### config.mk
export PLATFORM = sky130hd
export DESIGN_NAME = read_pointer_gen
export DESIGN_NICKNAME = d
export VERILOG_FILES = /design/src/rtl/fifo_pkg.sv /design/src/rtl/gray_to_bin.sv /design/src/rtl/read_pointer_gen.sv
export SDC_FILE = /design/constraint.sdc
export NUM_CORES = 1
export LEC_CHECK = 0
export CAP_MARGIN = 30
export CORE_MARGIN = 1.5
export CORE_UTILIZATION = 51
export DETAILED_ROUTE_END_ITERATION = 16
export MAX_ROUTING_LAYER = met4
export PLACE_DENSITY = 0.83
export SYNTH_ARGS = -nofsm -noshare
export SYNTH_HDL_FRONTEND = slang
export SYNTH_SLANG_ARGS = --single-unit
### constraint.sdc
create_clock -name rd_clk -period 3.9 [get_ports rd_clk]
set_input_delay 0.585 -clock rd_clk [delete_from_list [all_inputs] [get_ports rd_clk]]
set_output_delay 0.585 -clock rd_clk [all_outputs]
set_load 0.05 [all_outputs]
### src/rtl/fifo_pkg.sv
// Shared async-FIFO definitions: default geometry and Gray/binary code helpers.
// Used by both the read-side and write-side pointer generators.
package fifo_pkg;

  localparam int unsigned DEF_ADDR_SIZE = 4;
  localparam int unsigned FIFO_DEPTH    = 2 ** DEF_ADDR_SIZE;

  // Helpers work on a wide word; callers zero-extend in and truncate out,
  // which is exact for both conversions since upper zero bits stay zero.
  localparam int unsigned CODE_W = 32;

  function automatic logic [CODE_W-1:0] bin2gray(input logic [CODE_W-1:0] bin);
    return (bin >> 1) ^ bin;
  endfunction

  function automatic logic [CODE_W-1:0] gray2bin(input logic [CODE_W-1:0] gray);
    logic [CODE_W-1:0] bin;
    bin[CODE_W-1] = gray[CODE_W-1];
    for (int i = CODE_W - 2; i >= 0; i--) begin
      bin[i] = bin[i+1] ^ gray[i];
    end
    return bin;
  endfunction

endpackage

### src/rtl/gray_to_bin.sv
// Combinational Gray-to-binary converter: each binary bit is the XOR of all
// Gray bits at and above its position.
module gray_to_bin #(
  parameter int unsigned WIDTH = 5
) (
  input  logic [WIDTH-1:0] gray,
  output logic [WIDTH-1:0] bin
);

  // Prefix XOR from the MSB down.
  for (genvar i = 0; i < WIDTH; i++) begin : g_bit
    assign bin[i] = ^gray[WIDTH-1:i];
  end

endmodule

### src/rtl/read_pointer_gen.sv
// Read-side pointer and flag generator for the asynchronous FIFO.
// Produces the binary read address, the Gray read pointer for the write
// domain, and registered empty / almost-empty / level / underflow status.
// Build option: define RD_UNDERFLOW_STICKY_EN to make rd_underflow sticky
// until rd_rst; otherwise it pulses once per illegal rd_inc cycle.
module read_pointer_gen
  import fifo_pkg::*;
#(
  parameter int unsigned ADDR_SIZE = DEF_ADDR_SIZE,
  parameter int unsigned AE_THRESH = 2
) (
  input  logic                 rd_clk,
  input  logic                 rd_rst,
  input  logic                 rd_inc,
  input  logic [ADDR_SIZE:0]   sync_wrt_ptr,
  output logic [ADDR_SIZE-1:0] rd_addr,
  output logic [ADDR_SIZE:0]   rd_ptr,
  output logic                 rd_empty,
  output logic                 rd_almost_empty,
  output logic [ADDR_SIZE:0]   rd_level,
  output logic                 rd_underflow
);

  localparam int unsigned PTR_W = ADDR_SIZE + 1;

  logic [PTR_W-1:0] rd_bin;
  logic [PTR_W-1:0] rd_bin_nxt;
  logic [PTR_W-1:0] rd_gray_nxt;
  logic [PTR_W-1:0] wbin;
  logic [PTR_W-1:0] level_nxt;
  logic             pop_c;
  logic             underflow_c;
  logic             empty_nxt;
  logic             almost_empty_nxt;
  logic             underflow_nxt;

  // Synchronised write pointer back to binary for the level subtraction.
  gray_to_bin #(
    .WIDTH (PTR_W)
  ) u_wptr_g2b (
    .gray (sync_wrt_ptr),
    .bin  (wbin)
  );

  // Next pointer, flags and level; a pop and a write update on the same
  // edge are both folded in with no priority between them.
  always_comb begin
    pop_c            = rd_inc & ~rd_empty;
    underflow_c      = rd_inc & rd_empty;
    rd_bin_nxt       = rd_bin + PTR_W'(pop_c);
    rd_gray_nxt      = PTR_W'(bin2gray(CODE_W'(rd_bin_nxt)));
    empty_nxt        = (rd_gray_nxt == sync_wrt_ptr);
    level_nxt        = wbin - rd_bin_nxt;
    almost_empty_nxt = (32'(level_nxt) <= AE_THRESH);
`ifdef RD_UNDERFLOW_STICKY_EN
    underflow_nxt    = rd_underflow | underflow_c;
`else
    underflow_nxt    = underflow_c;
`endif
  end

  // Read-domain state registers.
  always_ff @(posedge rd_clk or posedge rd_rst) begin
    if (rd_rst) begin
      rd_bin          <= '0;
      rd_ptr          <= '0;
      rd_empty        <= 1'b1;
      rd_almost_empty <= 1'b1;
      rd_level        <= '0;
      rd_underflow    <= 1'b0;
    end else begin
      rd_bin          <= rd_bin_nxt;
      rd_ptr          <= rd_gray_nxt;
      rd_empty        <= empty_nxt;
      rd_almost_empty <= almost_empty_nxt;
      rd_level        <= level_nxt;
      rd_underflow    <= underflow_nxt;
    end
  end

  // Memory address is the low bits of the binary pointer register.
  assign rd_addr = rd_bin[ADDR_SIZE-1:0];

endmodule

# Word level (Yosys, flattened, before mapping)
# Cells that the tools add are included.
[classes]
addsub = 2
mul = 0
div_mod_pow = 0
n_lt_le_gt_ge = 1
eq_ne = 1
shift = 0
n_mux = 0
bitwise_logic = 4
reduce_logical = 4
[ops]
columns = ["op", "count"]
rows = [
  ["$add 5x1->5", 1],
  ["$eq 5x5->1", 1],
  ["$le 5x2->1 const B", 1],
  ["$reduce_xor 5->1", 1],
  ["$sub 5x5->5", 1],
  ["$xor 4x5->5", 1],
  ["$reduce_xor 4->1", 1],
  ["$reduce_xor 3->1", 1],
  ["$and 1x1->1", 2],
  ["$reduce_xor 2->1", 1],
  ["$not 1->1", 1],
]
[totals]
regBits = 18
latchBits = 0
ramBits = 0
romBits = 0
input_bits = 8
word_cells = 18
mem_count = 0

# Logic depth before layout (Yosys ltp)
[depth]
ltp_word = 5
ltp_mapped = 10
mapped_depth_nobuf = 10

# Modules after synthesis
# From an unflattened synthesis, not the netlist that was laid out.
[hier_totals]
cells_unflattened = 83
hier_area_um2 = 987.2
[modules_own_cells]
columns = ["module", "instances", "cells_per_inst", "area_per_inst_um2", "seq_area_each_um2"]
rows = [
  ["read_pointer_gen", 1, 77, 914.6, 427.9],
  ["gray_to_bin", 1, 6, 72.6, 0.0],
]

# Worst setup path before layout
# No wires, ideal clock.
[synth_path]
path_kind = "reg-to-reg"
start = "reg rd_empty"
end = "reg rd_almost_empty"
setup_ns = 0.081
t_arrival_ns = 2.448
required_time_ns = 3.819
path_slack_ns = 1.372
path_stages_with_launch = 10
path_buffers = 0
path_cell_list = "dfstp_2 nor2b_1 ha_1 ha_1 xnor2_1 ha_1 a21o_1 xor2_1 or3_1 a32oi_1"
[synth_between]
elab_chain_len = 5
[synth_lines]
columns = ["item", "line", "source"]
rows = [
  ["start, declared", "read_pointer_gen.sv:18", "output logic rd_empty,"],
  ["start signal, assigned", "read_pointer_gen.sv:74", "rd_empty <= empty_nxt;"],
  ["$not 1->1", "read_pointer_gen.sv:48", "pop_c = rd_inc & ~rd_empty;"],
  ["$and 1x1->1", "read_pointer_gen.sv:48", ""],
  ["$add 5x1->5", "read_pointer_gen.sv:50", "rd_bin_nxt = rd_bin + PTR_W'(pop_c);"],
  ["$sub 5x5->5", "read_pointer_gen.sv:53", "level_nxt = wbin - rd_bin_nxt;"],
  ["$le 5x2->1", "read_pointer_gen.sv:54", "almost_empty_nxt = (32'(level_nxt) <= AE_THRESH);"],
  ["via almost_empty_nxt", "read_pointer_gen.sv:34", "logic almost_empty_nxt;"],
  ["end signal, assigned", "read_pointer_gen.sv:75", "rd_almost_empty <= almost_empty_nxt;"],
  ["end, declared", "read_pointer_gen.sv:19", "output logic rd_almost_empty,"],
]
# The timed path passes the listed nets, and every way through them passes these cells.

# Final worst setup path
[layout_path]
start = "in rd_inc"
end = "reg rd_almost_empty"
[layout_between]
elab_chain_len = 4
[layout_lines]
columns = ["item", "line", "source"]
rows = [
  ["start, declared", "read_pointer_gen.sv:14", "input logic rd_inc,"],
  ["$and 1x1->1", "read_pointer_gen.sv:48", ""],
  ["$add 5x1->5", "read_pointer_gen.sv:50", ""],
  ["$sub 5x5->5", "read_pointer_gen.sv:53", ""],
  ["$le 5x2->1", "read_pointer_gen.sv:54", ""],
  ["via almost_empty_nxt", "read_pointer_gen.sv:34", ""],
]
# The timed path passes the listed nets, and every way through them passes these cells.

==> metrics.md <==
| Metric | Value |
|---|---|
| Diode count | 0 |
| Nets | 120 |
| Antenna-violating nets left | 0 |
| Layout Cells excl Fill | 130 |
| Outcome | complete, no violations |
| Largest net degree at the start of global routing | 18 |
| Setup Buffers After CTS | 0 |
| Setup TNS | 0 ns |
| Number of H-tree levels | 1 |
| Port bufs | 24 |
| Slew at the pin closest to its max-slew limit | 0.6167 ns |
| Tmin final | 2.775 ns |
| RSZ-0062 raised after global routing | false |
| Drt first pass iters | 4 |
| FMAX | 360.4 MHz |
| Top FF cell, synth | dfrtp_1 |
| Root Driver | clkbuf_4 |
| Die width | 46.38 um |
| Final Cycle Share | 71.14% |
| Gr usage total | 16.96% |
| Slowest CP cell | clkdlybuf4s50_1 |
| CTS tree | built |
| Core region area | 0.001745 mm2 |
| Vias per inst | 4.831 |
| MaxCap Viol Count | 0 |
| Hold Path Class | flop to flop |
| CTS buffer count | 3 |
| Via Count | 628 |
| EDFF count, synth | 0 |
| Hold-fix buffer count after cts | 0 |
| Initial Util | 54.98% |
| Mapped cell area | 959.7 um2 |
| #FFs+latches synth | 17 |
| Crit path DAT | 2.99 ns |
| Dpl cells | 126 |
| Die footprint | 0.002151 mm2 |
| Share of layout cells above drive strength 1 | 12.38% |
| Clock Skew | 0.007344 ns |
| Longest Clk Path Bufs | 2 |
| CP Cell Sequence | clkdlybuf4s50_1 > nor2b_1 > ha_1 > ha_1 > xnor2_1 > ha_1 > a21o_1 > xor2_1 > or3_1 > a32oi_1 |
| Area added between synthesis and finish | 30.64% |
| Clk_lat worst skew | 0.29 ns |
| First-pass GRT wire length | 2.394 mm |
| Crit end category | flop |
| CP most frequent cell | ha_1 |
| Yosys cell types | 29 |
| Relative slew slack | 58.84% |
| Cell Rows | 15 |
| Crit path launch type | input port |
| Die height | 46.38 um |
| Ys Warns | 0 |
| CTS resizes | 0 |
| Total detailed-routing wirelength | 1.533 mm |
| Initial antenna violation count | 0 |
| Worst-path clk slew | 0.09 ns |
| Post-Syn Nets | 92 |
| Initial DRC Count | 8 |
| FILL cells | 140 |
| # clock sinks | 17 |
| CP Max Fanout | 4 |
| Avg Cell Area, Syn | 12.30 um2 |
| Final Hold Fails | 0 |
| Largest stage delay, worst path | 0.41 ns |
| Grt total ovfl | 0 |
| Vias in the first global route | 548 |
| Fin. max-slew vios | 0 |
| Synth async-reset ratio | 100.0% |
| DRC viols | 0 |
| CP Data Required Time | 4.12 ns |
| Setup Crit Path Kind | input port to flop |
| Final hold slack | 0.5500 ns |
| Register area share after synthesis | 44.59% |
| Endpoints failing setup | 0 |
| Post-synthesis cell count | 78 |
| Wirelength per Cell | 11.79 um |
| Placer congestion estimate | 0.8732 |
| Detail Placement HPWL | 1.224 mm |
| Io pins | 25 |
## critical path: cells and delay by family
family                   cells  cell delay, ns
AO/OA/AOI/OAI                2            0.37
XOR/XNOR                     2            0.49
adder cells (fa/ha/maj)      3            0.71
buffers and inverters        1            0.41
AND/OR/NAND/NOR              2            0.44
## cell usage after synthesis (2+ instances only)
cell type   n  share of area (%)
dfrtp_1    15                 39
dfstp_2     2                5.5
ha_1        6                7.8
inv_1       7                2.7
nand3_1     2                1.0
nand4b_1    2                1.8
nor2b_1     2                1.3
nor3_1      3                1.6
xnor2_1    10                9.1
xnor2_4     2                5.7
xor2_1      9                8.2
## cell type report
cell class / count / area [um2] / share of cell area (%)
Multi-Input combinational cell: 52 / 495.5 / 39.52
Sequential cell: 17 / 427.9 / 34.13
Timing Repair Buffer: 24 / 240.2 / 19.16
Inverter: 8 / 32.53 / 2.595
Tap cell: 25 / 31.28 / 2.495
Clock buffer: 4 / 26.28 / 2.096
## per-layer routing
| metal | global-route usage [%] | share of wire (%) | up-vias |
|---|---|---|---|
| li1 | - | - | 313 |
| met3 | 3.529 | 5.0 | 5 |
| met1 | 21.62 | 46 | 287 |
| met5 | - | 0 | - |
| met4 | 12.00 | 3.0 | 0 |
| met2 | 23.61 | 46 | 23 |
## sequential cells by signal (all words and copies together) (netlist names)
| name | count |
|---|---|
| rd_empty | 1 |
| rd_bin | 5 |
| rd_level | 5 |
| rd_underflow | 1 |
| rd_ptr | 4 |
| rd_almost_empty | 1 |
## cells in the final DEF (no fill, tap or decap), types with 2 or more instances in the layout
cell type / synthesis / layout
dfrtp_1: 15 / 15
nand4b_1: 2 / 2
inv_1: 7 / 7
nor2b_1: 2 / 2
ha_1: 6 / 6
xnor2_1: 10 / 10
clkbuf_4: 0 / 3
nand3_1: 2 / 2
nor3_1: 3 / 3
xnor2_4: 2 / 2
clkdlybuf4s50_1: 0 / 24
xor2_1: 9 / 9
dfstp_2: 2 / 2
## final timing paths
path / from / end / slack [ns] / depth (start not counted)
min in group asynchronous: rd_rst / rd_level[1] / 0.67 / 2
min: rd_empty / rd_underflow / 0.55 / 1
max: rd_inc / rd_almost_empty / 1.13 / 10
max in group asynchronous: rd_rst / rd_underflow / 2.83 / 2
max reg2reg: rd_empty / rd_almost_empty / 1.38 / 9
min reg2reg: rd_empty / rd_underflow / 0.55 / 1
## cell families (layout without fill, tap and decap cells)
family	after synthesis	after routing	synth area share (%)
AND/OR/NAND/NOR	13	13	8.084
multiplexers	1	1	1.043
XOR/XNOR	23	23	26.47
AO/OA/AOI/OAI	8	8	7.042
adder cells (fa/ha/maj)	7	7	8.996
flip-flops	17	17	44.59
buffers and inverters	9	36	3.782
## metrics by stage
step | worst slack (ns) | cell area (um2) | utilization [%]
floorplan | 1.372 | 959.7 | -
global placement | 0.8463 | 1227 | 70.32
detailed placement | 0.8191 | 1227 | 70.32
CTS | 1.117 | 1254 | 71.83
global route | 0.9618 | 1254 | 71.83
finish | 1.125 | 1254 | 71.83
Power is not shown: default switching activity piles up to over one toggle a cycle in this logic, so the estimate is an artifact.
